==> config.mk <==
export PLATFORM = sky130hd
export DESIGN_NAME = alu_packet_parser
export DESIGN_NICKNAME = d
export VERILOG_FILES = /design/src/rtl/alu_packet_parser.sv
export SDC_FILE = /design/constraint.sdc
export NUM_CORES = 1
export LEC_CHECK = 0
export BUFFER_PORTS_ARGS = -buffer_cell sky130_fd_sc_hd__buf_4
export CAP_MARGIN = 25
export CORE_AREA = 2 2 97 169
export DETAILED_ROUTE_END_ITERATION = 12
export DIE_AREA = 0 0 99 171
export HOLD_SLACK_MARGIN = 0.1
export PLACE_DENSITY_LB_ADDON = 0.2
export SYNTH_ARGS = -nofsm -noshare
export SYNTH_HDL_FRONTEND = slang
export SYNTH_SLANG_ARGS = --single-unit
export TNS_END_PERCENT = 10
==> constraint.sdc <==
create_clock -name clk_i -period 4.7 [get_ports clk_i]
set_input_delay 0.235 -clock clk_i [delete_from_list [all_inputs] [get_ports clk_i]]
set_output_delay 0.235 -clock clk_i [all_outputs]
set_load 0.1 [all_outputs]
==> src/rtl/alu_packet_parser.sv <==
// alu_packet_parser: UART byte stream -> framed 32-bit ALU operand words.
// Optional build macro ALU_PARSER_ALIGN_CHECK_EN rejects payloads not a multiple of 4 bytes.
module alu_packet_parser #(
    parameter logic [7:0]  OPC_ECHO = 8'hEC,
    parameter logic [7:0]  OPC_ADD  = 8'hAD,
    parameter logic [7:0]  OPC_MUL  = 8'h88,
    parameter logic [15:0] MAX_LEN  = 16'd1024
) (
    input  logic        clk_i,
    input  logic        rst_i,
    input  logic [7:0]  rx_data_i,
    input  logic        rx_valid_i,
    output logic        rx_ready_o,
    output logic [7:0]  op_o,
    output logic [31:0] word_o,
    output logic        word_valid_o,
    input  logic        word_ready_i,
    output logic        word_first_o,
    output logic        word_last_o,
    output logic        err_o
);

    typedef enum logic [2:0] {
        S_OPC,
        S_RSVD,
        S_LEN_LO,
        S_LEN_HI,
        S_DATA,
        S_DROP
    } state_t;

    state_t      state_q, state_d;
    logic [7:0]  opc_q, opc_d;
    logic [7:0]  len_lo_q, len_lo_d;
    logic [15:0] rem_q, rem_d;
    logic [1:0]  cnt_q, cnt_d;
    logic        first_q, first_d;
    logic [7:0]  cur_op_q, cur_op_d;
    // Assembly register; doubles as a one-word skid slot when asm_full_q.
    logic [31:0] asm_q, asm_d;
    logic        asm_full_q, asm_full_d;
    logic        asm_first_q, asm_first_d;
    logic        asm_last_q, asm_last_d;
    logic [7:0]  asm_op_q, asm_op_d;
    // Output register.
    logic [7:0]  op_q, op_d;
    logic [31:0] word_q, word_d;
    logic        wvalid_q, wvalid_d;
    logic        wfirst_q, wfirst_d;
    logic        wlast_q, wlast_d;
    logic        err_q, err_d;

    logic        out_free;
    logic        rx_ready;
    logic        byte_ok;
    logic [15:0] len_w;
    logic [15:0] len_lim;
    logic [15:0] drop_n;
    logic        op_ok;
    logic        hdr_bad;
    logic        complete;
    logic        pending_next;
    logic [31:0] word_new;

    // Handshake, header check and byte-lane helper terms.
    always_comb begin
        out_free     = !wvalid_q || word_ready_i;
        rx_ready     = !(asm_full_q && !out_free);
        byte_ok      = rx_valid_i && rx_ready;
        pending_next = asm_full_q || (wvalid_q && !word_ready_i);
        len_w        = {rx_data_i, len_lo_q};
        len_lim      = (len_w > MAX_LEN) ? MAX_LEN : len_w;
        drop_n       = len_lim - 16'd4;
        op_ok        = (opc_q == OPC_ECHO) || (opc_q == OPC_ADD) ||
                       (opc_q == OPC_MUL);
`ifdef ALU_PARSER_ALIGN_CHECK_EN
        hdr_bad      = !op_ok || (len_w < 16'd4) || (len_w > MAX_LEN) ||
                       (len_w[1:0] != 2'b00);
`else
        hdr_bad      = !op_ok || (len_w < 16'd4) || (len_w > MAX_LEN);
`endif
        word_new     = (cnt_q == 2'd0) ? 32'd0 : asm_q;
        word_new[{cnt_q, 3'b000} +: 8] = rx_data_i;
        complete     = byte_ok && (state_q == S_DATA) &&
                       ((cnt_q == 2'd3) || (rem_q == 16'd1));
    end

    // Next-state: header parse, payload assembly and output register loading.
    always_comb begin
        state_d     = state_q;
        opc_d       = opc_q;
        len_lo_d    = len_lo_q;
        rem_d       = rem_q;
        cnt_d       = cnt_q;
        first_d     = first_q;
        cur_op_d    = cur_op_q;
        asm_d       = asm_q;
        asm_full_d  = asm_full_q;
        asm_first_d = asm_first_q;
        asm_last_d  = asm_last_q;
        asm_op_d    = asm_op_q;
        op_d        = op_q;
        word_d      = word_q;
        wvalid_d    = wvalid_q;
        wfirst_d    = wfirst_q;
        wlast_d     = wlast_q;
        err_d       = 1'b0;

        unique case (state_q)
            S_OPC: if (byte_ok) begin
                opc_d   = rx_data_i;
                state_d = S_RSVD;
            end
            S_RSVD: if (byte_ok) state_d = S_LEN_LO;
            S_LEN_LO: if (byte_ok) begin
                len_lo_d = rx_data_i;
                state_d  = S_LEN_HI;
            end
            S_LEN_HI: if (byte_ok) begin
                // Keep op_o tied to any word still waiting for the ALU.
                if (!pending_next) op_d = opc_q;
                if (hdr_bad) begin
                    err_d = 1'b1;
                    if ((len_w < 16'd4) || (drop_n == 16'd0)) begin
                        state_d = S_OPC;
                    end else begin
                        rem_d   = drop_n;
                        state_d = S_DROP;
                    end
                end else if (len_w == 16'd4) begin
                    state_d = S_OPC;
                end else begin
                    rem_d    = len_w - 16'd4;
                    cnt_d    = 2'd0;
                    first_d  = 1'b1;
                    cur_op_d = opc_q;
                    state_d  = S_DATA;
                end
            end
            S_DATA: if (byte_ok) begin
                asm_d = word_new;
                cnt_d = cnt_q + 2'd1;
                rem_d = rem_q - 16'd1;
                if (complete) begin
                    cnt_d   = 2'd0;
                    first_d = 1'b0;
                end
                if (rem_q == 16'd1) state_d = S_OPC;
            end
            S_DROP: if (byte_ok) begin
                rem_d = rem_q - 16'd1;
                if (rem_q == 16'd1) state_d = S_OPC;
            end
            default: state_d = S_OPC;
        endcase

        if (asm_full_q && out_free) begin
            word_d     = asm_q;
            wvalid_d   = 1'b1;
            wfirst_d   = asm_first_q;
            wlast_d    = asm_last_q;
            op_d       = asm_op_q;
            asm_full_d = 1'b0;
            if (complete) begin
                asm_full_d  = 1'b1;
                asm_first_d = first_q;
                asm_last_d  = (rem_q == 16'd1);
                asm_op_d    = cur_op_q;
            end
        end else if (complete && out_free) begin
            word_d   = word_new;
            wvalid_d = 1'b1;
            wfirst_d = first_q;
            wlast_d  = (rem_q == 16'd1);
            op_d     = cur_op_q;
        end else if (complete) begin
            asm_full_d  = 1'b1;
            asm_first_d = first_q;
            asm_last_d  = (rem_q == 16'd1);
            asm_op_d    = cur_op_q;
        end else if (wvalid_q && word_ready_i) begin
            wvalid_d = 1'b0;
        end
    end

    // State and datapath registers.
    always_ff @(posedge clk_i or posedge rst_i) begin
        if (rst_i) begin
            state_q     <= S_OPC;
            opc_q       <= 8'd0;
            len_lo_q    <= 8'd0;
            rem_q       <= 16'd0;
            cnt_q       <= 2'd0;
            first_q     <= 1'b0;
            cur_op_q    <= 8'd0;
            asm_q       <= 32'd0;
            asm_full_q  <= 1'b0;
            asm_first_q <= 1'b0;
            asm_last_q  <= 1'b0;
            asm_op_q    <= 8'd0;
            op_q        <= 8'd0;
            word_q      <= 32'd0;
            wvalid_q    <= 1'b0;
            wfirst_q    <= 1'b0;
            wlast_q     <= 1'b0;
            err_q       <= 1'b0;
        end else begin
            state_q     <= state_d;
            opc_q       <= opc_d;
            len_lo_q    <= len_lo_d;
            rem_q       <= rem_d;
            cnt_q       <= cnt_d;
            first_q     <= first_d;
            cur_op_q    <= cur_op_d;
            asm_q       <= asm_d;
            asm_full_q  <= asm_full_d;
            asm_first_q <= asm_first_d;
            asm_last_q  <= asm_last_d;
            asm_op_q    <= asm_op_d;
            op_q        <= op_d;
            word_q      <= word_d;
            wvalid_q    <= wvalid_d;
            wfirst_q    <= wfirst_d;
            wlast_q     <= wlast_d;
            err_q       <= err_d;
        end
    end

    assign rx_ready_o   = rx_ready;
    assign op_o         = op_q;
    assign word_o       = word_q;
    assign word_valid_o = wvalid_q;
    assign word_first_o = wfirst_q;
    assign word_last_o  = wlast_q;
    assign err_o        = err_q;

endmodule

After elaboration in Yosys (flattened, before gate mapping) --
Cells that the tools add are included.
Operators by class: divide/modulo/power cells 0, shifts and indexed selects 2, add/subtract/negate cells 5, bitwise operators 2, equality and inequality tests 26, multiplexer cells 62, multiply operators 0, order comparisons 2, reduce and logical (&&, ||, !) cells 43
Operators with widths (number):
- $mux W16 | 6
- $mux W32 | 3
- $mux W8 | 8
- $bwmux W32 | 1
- $pmux W16 S2 | 1
- $shift A8 B7 Y32 const A | 1
- $shiftx A8 B7 Y32 | 1
- $sub A16 B3 Y16 const B | 2
- $mux W3 | 9
- $mux W1 | 26
- $eq A8 B8 Y1 const B | 3
- $ne A2 B2 Y1 const B | 9
- $eq A16 B1 Y1 const B | 1
- $eq A16 B3 Y1 const B | 1
- $gt A16 B11 Y1 const B | 1
- $logic_not A16 Y1 | 1
- $lt A16 B3 Y1 const B | 1
- $sub A16 B1 Y16 const B | 1
- $pmux W3 S5 | 1
- $reduce_and A6 Y1 | 2
- $mux W2 | 5
- $reduce_and A2 Y1 | 5
- $reduce_and A5 Y1 | 2
- $reduce_bool A3 Y1 | 3
- 21 further kinds | 48
Word-level totals: bits in writable memories 0, bits in latches 0, register bits 133, memories kept 0, memory bits (read-only) 0, word-level logic and storage cells 160

Longest topological paths before layout --
Gate-level depths: netlist (run 1).
depth after elaboration 11, gate-level depth with buffers 15, depth with buffers taken out 13

Worst setup path before layout (run 1) --
OpenSTA, ideal clock, no wires.
path kind reg2reg, start point register wvalid_q, in the netlist word_valid_o, end point register word_q[0], in the netlist word_o[0], setup time 0.127 ns, cell stages (with the launch flop) 8, buffers on the path 0, period minus slack after synthesis 3.584 ns, required time 4.573 ns, slack 1.116 ns, arrival 3.457 ns, cells stage by stage dfrtp_1 nand3b_1 and2_2 nand2_1 nor4_4 a21oi_1 nor2b_1 a221o_1
On the way: word-level cells in the longest chain between the ends 10, elaborated cells on any way between the ends 12, those cells by class 1 x mux; 11 x reduce/logical
RTL lines:
- from (decl) | line 48 | logic wvalid_q, wvalid_d;
- from (signal assigned) | line 222 | wvalid_q <= wvalid_d;
- $logic_not A1 Y1 | line 67 | out_free = !wvalid_q || word_ready_i;
- $logic_or A1 B1 Y1 | line 67
- $logic_not A1 Y1 | line 68 | rx_ready = !(asm_full_q && !out_free);
- $logic_and A1 B1 Y1 | line 68
- $logic_not A1 Y1 | line 68
- named net rx_ready_o | line 13 | output logic rx_ready_o,
- $logic_and A1 B1 Y1 | line 69 | byte_ok = rx_valid_i && rx_ready;
- $logic_and A1 B1 Y1 (2 in series) | line 84 | complete = byte_ok && (state_q == S_DATA) &&
- $logic_and A1 B1 Y1 | line 170 | end else if (complete && out_free) begin
- $reduce_bool A2 Y1 (no source line)
- to (signal assigned) | line 221 | word_q <= word_d;
- to (decl) | line 47 | logic [31:0] word_q, word_d;
The timed path passes the listed nets, and every way through them passes these cells. A chain may end at the register's enable or synchronous reset.

Worst setup path in the final report (run 1) --
start point register len_lo_q[4], end point register rem_q[13]
On the way: word-level cells in the longest chain between the ends 7, elaborated cells on any way between the ends 18, those cells by class 2 x add/sub; 2 x order compare; 3 x eq/ne; 6 x mux; 5 x reduce/logical
RTL lines:
- from (decl) | line 34 | logic [7:0] len_lo_q, len_lo_d;
- from (signal assigned) | line 210 | len_lo_q <= len_lo_d;
- $gt A16 B11 Y1 | line 72, 80
- $mux W16 | line 72 | len_lim = (len_w > MAX_LEN) ? MAX_LEN : len_w;
- $sub A16 B3 Y16 | line 73 | drop_n = len_lim - 16'd4;
- $logic_not A16 Y1 or $mux W16 (tied branches) | line 124 | if ((len_w < 16'd4) || (drop_n == 16'd0)) begin
- $logic_or A1 B1 Y1 or $mux W16 (tied branches) | line 124, 122
- $ne A3 B3 Y1 (no source line) or $mux W16 (tied branches)
- $reduce_and A5 Y1 (no source line) or $pmux W16 S2 (tied branches)
- to (signal assigned) | line 211 | rem_q <= rem_d;
- to (decl) | line 35 | logic [15:0] rem_q, rem_d;
Parallel ways exist; a longest one is shown, timed or not. The select of a mux whose other input is x is not followed.

==> results of run 1 <==
-- area by class of cell --
type	count	share of cell area [%]
multi-input cells	430	40.4
repair buffers	65	6.15
clock buffers	19	5.43
inverters	30	1.44
clock inverters	13	1.87
well taps	189	2.97
flip-flops and latches	133	41.8
-- through the flow --
step	worst slack (ps)	std cells	hold WS (ps)
2_1_floorplan	911	629	450
3_3_place_gp	925	845	415
3_5_place_dp	813	845	431
4_1_cts	803	878	168
5_1_grt	502	879	188
6_report	751	879	177
-- kinds of logic (layout without fill, tap and decap cells) --
logic type,count (synthesis),in the layout
adder cells (fa/ha/maj),12,12
multiplexers,50,50
flip-flops,133,133
AO/OA/AOI/OAI,166,166
XOR/XNOR,9,9
AND/OR/NAND/NOR,193,193
buffers and inverters,66,127
-- per-layer routing --
layer | GRT usage (%) | vias to the layer above
met5 | 0 | -
met4 | 9.17 | 0
met1 | 26.4 | 2702
met2 | 41.5 | 160
met3 | 4.49 | 42
li1 | - | 2441
-- power by group through the flow --
stage | Sequential (mW) | Combinational (mW) | Clock, mW
final | 1.67 | 1.72 | 1.33
after global routing | 1.71 | 1.85 | 1.40
after CTS | 1.67 | 1.72 | 1.34
after detailed placement | 1.69 | 1.71 | 0
after global placement | 1.68 | 1.68 | 0
after floorplan | 2.08 | 0.936 | 0
-- cells in the mapped netlist (3+ instances only) --
cell	instances
o2bb2ai_1	4
nor3_1	8
nand2b_1	6
o211ai_1	3
a222oi_1	25
nor3b_1	5
nand4_1	3
a22oi_1	6
and3_1	7
ha_1	12
clkbuf_1	17
nor2_1	55
dfrtp_1	133
nor2b_1	35
xor2_1	4
a31oi_1	3
a21oi_1	32
a221o_1	16
clkbuf_8	4
nand2_1	23
mux2i_1	3
a22o_1	19
o21ai_0	20
and2_1	4
nand3_1	8
buf_2	5
mux2_2	47
and2_2	5
o22ai_1	9
xnor2_1	5
clkbuf_2	3
o31ai_1	3
buf_6	4
inv_1	30
nor4_1	3
and4_1	4
-- state kept, by name, summed over array words and instances, names as in the netlist, 2 cells and up --
register  count
rem_q        16
cur_op_q      8
cnt_q         2
state_q       3
opc_q         8
op_o          8
word_o       32
asm_op_q      8
len_lo_q      8
asm_q        32
-- timing repair --
| action | 4_1_cts | 5_1_grt |
|---|---|---|
| resized for setup | 0 | 0 |
| hold endpoints to repair | 57 | 0 |
| hold buffers | 1 | 0 |
-- worst max path at each step --
stage	from	endpoint
floorplan	rst_i	asm_first_q
global placement	len_lo_q[4]	rem_q[13]
detailed placement	len_lo_q[4]	rem_q[13]
CTS	len_lo_q[4]	rem_q[13]
global route	len_lo_q[4]	rem_q[13]
finish	len_lo_q[4]	rem_q[13]
-- worst reg2reg max path, delay by kind of cell, from the launching register on --
family	cells	cell delay [ps]
AO/OA/AOI/OAI	4	1030
adder cells (fa/ha/maj)	1	360
flip-flops	1	460
AND/OR/NAND/NOR	7	1970
==> results.cfg, run 1 <==
[route]
wl_met2_um = 10000
vias = 5345
drtIter0Drc = 270
via_per_inst = 6.08
drt-pass1-iter-count = 6
drt_wl_total_um = 18600
highest_layer = met4
wl_per_cell_um = 21.2
dr_wl_met3_um = 661
drt-met1-wl_um = 7390
drc = 0
antenna_left = 0

[die]
io_pins = 57
dieArea_um2 = 16900
rows = 61
die_h_um = 171
start_util_pct = 44.0
core_area_um2 = 15600
fp.dieW_um = 99

[cells_and_area]
final_cell_mix = dfrtp_1, buf_4, nor2_1
drive_gt1_share_pct = 25.4
syn2layout_area_growth_pct = 15.8
layout_commonest_cell = dfrtp_1
multiInputGateArea_um2 = 3220
utilization_pct = 50.9
antenna_cells = 0
seq_area_um2 = 3330
fillers = 1392
final_area_um2 = 7970
nets = 701

[worst_setup_path]
timing.rr.start = len_lo_q[4]
r2r.worst_path.cells = 12
crit_slowest_cell = nor3_4
r2r_end = rem_q[13]
required_ps = 4990
startpoint_type = register
worst_path_dominant_cell_family = simple AND/OR/NAND/NOR gates
cpMostUsedCell = and2_2
cp_num_buf_inv = 0
end_kind = register
crit_type = reg2reg
crit_fanout = 17
slowest_delay_ps = 550
path_depth = 12
path_cells = nor4_2 -> a41o_2 -> and2_2 -> nand2_1 -> ha_1 -> and2_2 -> a31oi_1 -> nor3b_1 -> o2111a_1 -> nor3_4 -> nor2_2 -> o32a_1
cp.arrival_ps = 4240
r2r_setup_slack_ps = 750

[power]
seqPwrFrac_pct = 35.5
power.density_nw_per_um2 = 592
ir_drop_mv = 0.330
power_switching_share_pct = 41.0
clockPowerShare_pct = 28.1
switchingPower_mw = 1.93
pwr-share-comb_pct = 36.4
finalPower_mw = 4.72
intPower_mw = 2.79
leakage_nw = 3.68

[logic_synthesis]
synth_area_leader_cell = dfrtp_1
synth_top_cell_area_share_pct = 48.4
synthesis.area_um2 = 6880
synthCells = 629
synth_top_family_by_area = compound AO/OA/AOI/OAI gates
ys_seq_area_share_pct = 48.4
synthAdderAreaFrac_pct = 2.18
synth.distinct_cells = 80
synth_compound_area_share_pct = 18.9
synthFlopType = dfrtp_1
ys_async_sr_fraction_pct = 100
ys_top_cells_by_area = dfrtp_1, mux2_2, a222oi_1, nor2b_1, nor2_1
syn_nets = 653
synth_edf_count = 0
synth-seq-cells = 133
post_synth_and_or_nand_nor_area_fraction_pct = 16.4
synthXorXnorAreaFrac_pct = 1.15
muxShareOfSynthArea_pct = 8.13
ys_warn_count = 0
avgSynthCellArea_um2 = 10.9

[clock_tree]
cts.reportedPaths.clkPinSlew_ps = 60
cts_tree = built
cts.sinks = 133
htree_levels = 4
cts_setup_buffers = 0
cts_max_path_buffers = 2
cts_root_buf = clkbuf_16
cts_inserted_buffers = 17
insertion_delay_ps = 420

[global_route]
grt_pass1_wl_um = 30400
grt_usage_pct = 23.0
grt-ovfl-total = 0
first_global_vias = 5581
antenna_found_initial = 0
grt_max_degree = 60

[timing]
post-route-min-period_ps = 3950
clock_skew_ps = 9.74
finalHoldViolations = 0
worst_pin_slew_ps = 986
drv_slew = 0
rsz0062_at_grt = no
finalSetupTns_ps = 0
setup_viol_count_final = 0
fmax_ghz = 0.253
slew_headroom_pct = 34.1
fin_crit_sh_pct = 84.0

[min_path]
hold_class = in2reg
min_to = asm_q[4]
hold_start = rx_data_i[4]
whs_path_depth = 2

[placed_design]
post_dp_cell_area_um2 = 7370
gp_congestion = 0.874
dp_hpwl_um = 13100
io_buffers = 56

[status]
status = finished clean

[job]
max-cap-violations = 0
No activity file was read; power rests on OpenSTA's default activity.
==> run 2, diff against run 1 <==
--- a/config.mk
+++ b/config.mk
@@ -5,11 +5,12 @@
 export SDC_FILE = /design/constraint.sdc
 export NUM_CORES = 1
 export LEC_CHECK = 0
+export ABC_AREA = 1
 export BUFFER_PORTS_ARGS = -buffer_cell sky130_fd_sc_hd__buf_4
 export CAP_MARGIN = 25
-export CORE_AREA = 2 2 97 169
+export CORE_AREA = 2 2 98 170
 export DETAILED_ROUTE_END_ITERATION = 12
-export DIE_AREA = 0 0 99 171
+export DIE_AREA = 0 0 100 172
 export HOLD_SLACK_MARGIN = 0.1
 export PLACE_DENSITY_LB_ADDON = 0.2
 export SYNTH_ARGS = -nofsm -noshare
==> constraint.sdc (replaced) <==
create_clock -name clk_i -period 3.28 [get_ports clk_i]
set_input_delay 0.164 -clock clk_i [delete_from_list [all_inputs] [get_ports clk_i]]
set_output_delay 0.164 -clock clk_i [all_outputs]
set_load 0.1 [all_outputs]
==> results.cfg, run 2 <==
[timing]
rsz0062_at_grt = no
finalHoldViolations = 0
slew_headroom_pct = 36.9
clock_skew_ps = 11.8
fmax_ghz = 0.338
worst_pin_slew_ps = 942
finalSetupTns_ps = 0
fin_crit_sh_pct = 90.2
post-route-min-period_ps = 2960
drv_slew = 0
setup_viol_count_final = 0

[worst_setup_path]
cp.arrival_ps = 3270
crit_type = in2reg
r2r_end = rem_q[2]
end_kind = register
critPathCapture = rem_q[2]
cp-startpoint = rx_data_i[6]
timing.rr.start = len_lo_q[4]
required_ps = 3590
crit_fanout = 17
startpoint_type = primary input
r2r.worst_path.cells = 21
r2r_setup_slack_ps = 340

[logic_synthesis]
synthAdderAreaFrac_pct = 2.15
yosys-top-cells-count = nand2_1, dfrtp_1, o21ai_0
synth_compound_area_share_pct = 16.8
avgSynthCellArea_um2 = 7.73
synth_edf_count = 0
synth-seq-cells = 133
syn_nets = 928
synth.distinct_cells = 37
ys_top_cells_by_area = dfrtp_1, nand2_1, o21ai_0, inv_1, o211ai_1
synth_top_family_by_area = simple AND/OR/NAND/NOR gates
post_synth_and_or_nand_nor_area_fraction_pct = 24.4
synth_area_leader_cell = dfrtp_1
synthXorXnorAreaFrac_pct = 1.13
synthCells = 904
ys_seq_area_share_pct = 47.7
synthesis.area_um2 = 6980
muxShareOfSynthArea_pct = 0
ys_async_sr_fraction_pct = 100
synth_top_cell_area_share_pct = 47.7
ys_warn_count = 0
synth.most_common_cell = nand2_1
synthFlopType = dfrtp_1

[clock_tree]
cts_root_buf = clkbuf_16
cts_max_path_buffers = 2
htree_levels = 4
cts.reportedPaths.clkPinSlew_ps = 60
cts.sinks = 133
cts_tree = built
insertion_delay_ps = 430
cts_inserted_buffers = 17
cts_setup_buffers = 0

[job]
max-cap-violations = 0

[power]
ir_drop_mv = 0.339
leakage_nw = 3.89
power.density_nw_per_um2 = 892

[global_route]
antenna_found_initial = 0
grt_pass1_wl_um = 31600
first_global_vias = 6211
grt_usage_pct = 23.6
grt_max_degree = 73
grt-ovfl-total = 0

[die]
core_area_um2 = 15900
fp.dieW_um = 100
start_util_pct = 44.0
die_h_um = 172
rows = 61
dieArea_um2 = 17200
io_pins = 57

[placed_design]
gp_congestion = 0.949
dp.cells = 1127
dp_hpwl_um = 13600
io_buffers = 56

[route]
drc = 0
via_per_inst = 5.43
vias = 6334
drt-pass1-iter-count = 5
wl_per_cell_um = 16.5
drt_wl_total_um = 19200
drtIter0Drc = 380
antenna_left = 0

[cells_and_area]
fillers = 1581
layout_commonest_cell = nand2_1
syn2layout_area_growth_pct = 19.0
nets = 989
utilization_pct = 52.3
drive_gt1_share_pct = 12.9
final_cell_mix = nand2_1, dfrtp_1, o21ai_0
final_cells = 1166
antenna_cells = 0

[min_path]
hold_class = in2reg

[status]
status = finished clean
## run 2: cell type report
type	instances	area, um2	area share, %
Timing Repair Buffer	79	626	7.53
Inverter	100	379	4.56
Multi-Input combinational cell	634	3130	37.6
Clock inverter	13	174	2.09
Tap cell	189	236	2.85
Sequential cell	133	3330	40.1
Clock buffer	18	439	5.29
## run 2: worst min path at each step
| stage | from | end | slack (ps) | cells past startpoint |
|---|---|---|---|---|
| 2_1_floorplan | rx_data_i[1] | opc_q[1] | 280 | 2 |
| 3_3_place_gp | rst_i | op_o[1] | 300 | 2 |
| 3_5_place_dp | rst_i | asm_op_q[3] | 310 | 2 |
| 4_1_cts | rx_data_i[7] | opc_q[7] | 140 | 3 |
| 5_1_grt | rx_data_i[7] | opc_q[7] | 160 | 3 |
| 6_report | rx_data_i[7] | opc_q[7] | 150 | 3 |
## run 2: logic make-up (layout without fill, tap and decap cells)
group | Yosys count | after routing
simple gates | 410 | 410
compound gates | 203 | 203
xor+xnor | 9 | 9
buf+inv | 137 | 210
flops | 133 | 133
fa+ha+maj | 12 | 12
## run 2: layer usage
layer | track usage (%) | share of wire [%] | vias up
li1 | - | - | 3102
met1 | 28.0 | 40 | 3008
met2 | 41.4 | 52 | 175
met3 | 4.53 | 4.2 | 49
met4 | 10.3 | 3.7 | 0
met5 | 0 | 0 | -
## run 2: repair_timing
item | in CTS | in global routing
gates resized for setup | 0 | 2
hold buffers | 8 | 0
hold endpoints to repair | 36 | 0
setup endpoints to repair | 0 | 16
## run 2: worst max-delay path, cell delays in order
cell	delay [ps]
dlygate4sd3_1	540
buf_4	170
nor2_2	170
nand2_1	120
nor2_4	160
inv_2	80
nand2_4	170
inv_1	70
nor2_1	170
inv_1	70
ha_1	260
inv_1	90
nand3_1	120
nand3_1	110
nor2_1	50
nand2_1	60
nand2_1	60
nand2_1	70
nand2_2	70
nand2_4	200
nand2_8	140
nand2_1	90
nand2_1	50
## run 2: power breakdown
group	internal (mW)	total, mW	switching (mW)
registers	2.10	2.46	0.356
logic	0.761	2.95	2.19
clock network	1.22	2.00	0.777
total	4.09	7.41	3.33
## run 2: metrics by stage
stage / hold slack, ps / worst slack (ps) / total power [mW] / area (um2)
final: 153 / 323 / 7.41 / 8310
after detailed placement: 307 / 292 / 5.41 / 7610
after CTS: 142 / 274 / 7.44 / 8300
after floorplan: 285 / -8.09 / 4.66 / 6990
after global routing: 158 / 18.7 / 7.87 / 8310
after global placement: 304 / 338 / 5.38 / 7610
==> run 3, diff against run 2 <==
--- a/config.mk
+++ b/config.mk
@@ -8,11 +8,12 @@
 export ABC_AREA = 1
 export BUFFER_PORTS_ARGS = -buffer_cell sky130_fd_sc_hd__buf_4
 export CAP_MARGIN = 25
-export CORE_AREA = 2 2 98 170
+export CORE_AREA = 2 2 152 110
 export DETAILED_ROUTE_END_ITERATION = 12
-export DIE_AREA = 0 0 100 172
+export DIE_AREA = 0 0 154 112
 export HOLD_SLACK_MARGIN = 0.1
 export PLACE_DENSITY_LB_ADDON = 0.2
+export SLEW_MARGIN = 40
 export SYNTH_ARGS = -nofsm -noshare
 export SYNTH_HDL_FRONTEND = slang
 export SYNTH_SLANG_ARGS = --single-unit
==> constraint.sdc (replaced) <==
create_clock -name clk_i -period 3.28 [get_ports clk_i]
set_input_delay 0.656 -clock clk_i [delete_from_list [all_inputs] [get_ports clk_i]]
set_output_delay 0.656 -clock clk_i [all_outputs]
set_load 0.1 [all_outputs]
==> results.cfg, run 3 (same netlist as run 2, synthesis figures left out) <==
[route]
drt_wl_total_um = 18700
drt-met1-wl_um = 9620
drtIter0Drc = 439
drc = 0
drt-pass1-iter-count = 5
wl_met2_um = 7810
antenna_left = 0
via_per_inst = 5.26
wl_per_cell_um = 15.9
highest_layer = met4
vias = 6213
dr_wl_met3_um = 1040

[placed_design]
io_buffers = 56
dp_hpwl_um = 13200
dp.cells = 1149
gp_congestion = 0.898

[worst_setup_path]
startpoint_type = register
crit_fanout = 17
r2r_setup_slack_ps = 350
end_kind = register
slowest_delay_ps = 400
r2r.worst_path.cells = 22
cp.arrival_ps = 3240
crit_type = reg2reg
r2r_end = rem_q[0]
cp_num_buf_inv = 3
crit_slowest_cell = dfrtp_1
path_cells = inv_1 -> ha_1 -> nand3_1 -> nor2_1 -> nand2_1 -> nand2_4 -> buf_4 -> nand2_1 -> ha_2 -> inv_1 -> o31ai_1 -> nand2_1 -> nand2_1 -> nor2_1 -> nand2_1 -> nand2_1 -> nand2_1 -> nand2_2 -> nand2_8 -> nand2_4 -> nand2_1 -> nand2_1
cpMostUsedCell = nand2_1
required_ps = 3590
timing.rr.start = len_lo_q[2]
worst_path_dominant_cell_family = simple AND/OR/NAND/NOR gates

[timing]
fmax_ghz = 0.341
finalHoldViolations = 0
worst_pin_slew_ps = 799
setup_viol_count_final = 0
drv_slew = 0
post-route-min-period_ps = 2930
slew_headroom_pct = 46.7
fin_crit_sh_pct = 89.4
clock_skew_ps = 9.99

[cells_and_area]
utilization_pct = 52.0
multiInputGateArea_um2 = 3130
antenna_cells = 0
drive_gt1_share_pct = 13.5
syn2layout_area_growth_pct = 18.2
final_cells = 1181
final_cell_mix = nand2_1, dfrtp_1, o21ai_0
seq_area_um2 = 3330
nets = 987
fillers = 1555
layout_commonest_cell = nand2_1

[clock_tree]
cts_max_path_buffers = 2
cts.sinks = 133
htree_levels = 4
cts-hold-fix-buffers = 0
insertion_delay_ps = 430
cts_inserted_buffers = 17
cts_tree = built
cts.reportedPaths.clkPinSlew_ps = 60
cts_setup_buffers = 0
cts_root_buf = clkbuf_16
cts_resized = 0

[power]
ir_drop_mv = 0.518
leakage_nw = 3.87
power.density_nw_per_um2 = 882

[die]
io_pins = 57
die_h_um = 112
start_util_pct = 44.0
rows = 39
core_area_um2 = 15900
fp.dieW_um = 154
dieArea_um2 = 17200

[min_path]
hold_class = in2async

[global_route]
first_global_vias = 5930
grt_usage_pct = 22.8
grt_pass1_wl_um = 31000
antenna_found_initial = 0
grt_max_degree = 43
grt-ovfl-total = 0

[job]
max-cap-violations = 0

[status]
status = finished clean
run 3: worst max path at each step:
stage | from | endpoint | slack (ps) | cells past startpoint
floorplan | word_valid_o | op_o[0] | -8 | 10
global placement | rx_data_i[4] | rem_q[15] | 150 | 22
detailed placement | rx_data_i[4] | rem_q[0] | 90 | 23
CTS | len_lo_q[2] | rem_q[0] | 260 | 22
global route | len_lo_q[2] | rem_q[14] | -0.5 | 22
finish | len_lo_q[2] | rem_q[0] | 350 | 22
run 3: through the flow:
step / hold slack, ps / total power [mW] / area [um2] / setup slack, ps / setup TNS [ps]
3_3_place_gp: 455 / 5.39 / 7660 / 146 / 0
3_5_place_dp: 463 / 5.40 / 7670 / 86.3 / 0
4_1_cts: 327 / 7.27 / 8240 / 264 / 0
5_1_grt: 358 / 7.72 / 8250 / -0.498 / -0.498
6_report: 319 / 7.28 / 8250 / 347 / 0
2_1_floorplan: 431 / 4.66 / 6990 / -8.09 / -31.3
run 3: layer usage:
layer,global-route usage [%],vias to the layer above
li1,-,3096
met1,34.5,2913
met2,32.5,180
met3,4.90,24
met4,7.66,0
met5,0,-
run 3: layout make-up:
type | instances | share of cell area [%]
Sequential cell | 133 | 40.3
Tap cell | 205 | 3.11
Clock buffer | 21 | 5.70
Inverter | 100 | 4.59
Timing Repair Buffer | 77 | 7.16
Multi-Input combinational cell | 634 | 37.9
Clock inverter | 11 | 1.21
run 3: power by group:
part	leakage [nW]	total, mW	switching [mW]	internal, mW
Clock	0.267	1.86	0.757	1.10
Sequential	1.74	2.48	0.372	2.10
Combinational	1.85	2.94	2.18	0.761
Total	3.87	7.28	3.31	3.97
run 3: worst register-to-register path, delay by kind of cell (launching register included):
family / cells / cell delay [ps]
AND/OR/NAND/NOR: 16 / 1310
adder cells (fa/ha/maj): 2 / 480
flip-flops: 1 / 400
buffers and inverters: 3 / 380
AO/OA/AOI/OAI: 1 / 240
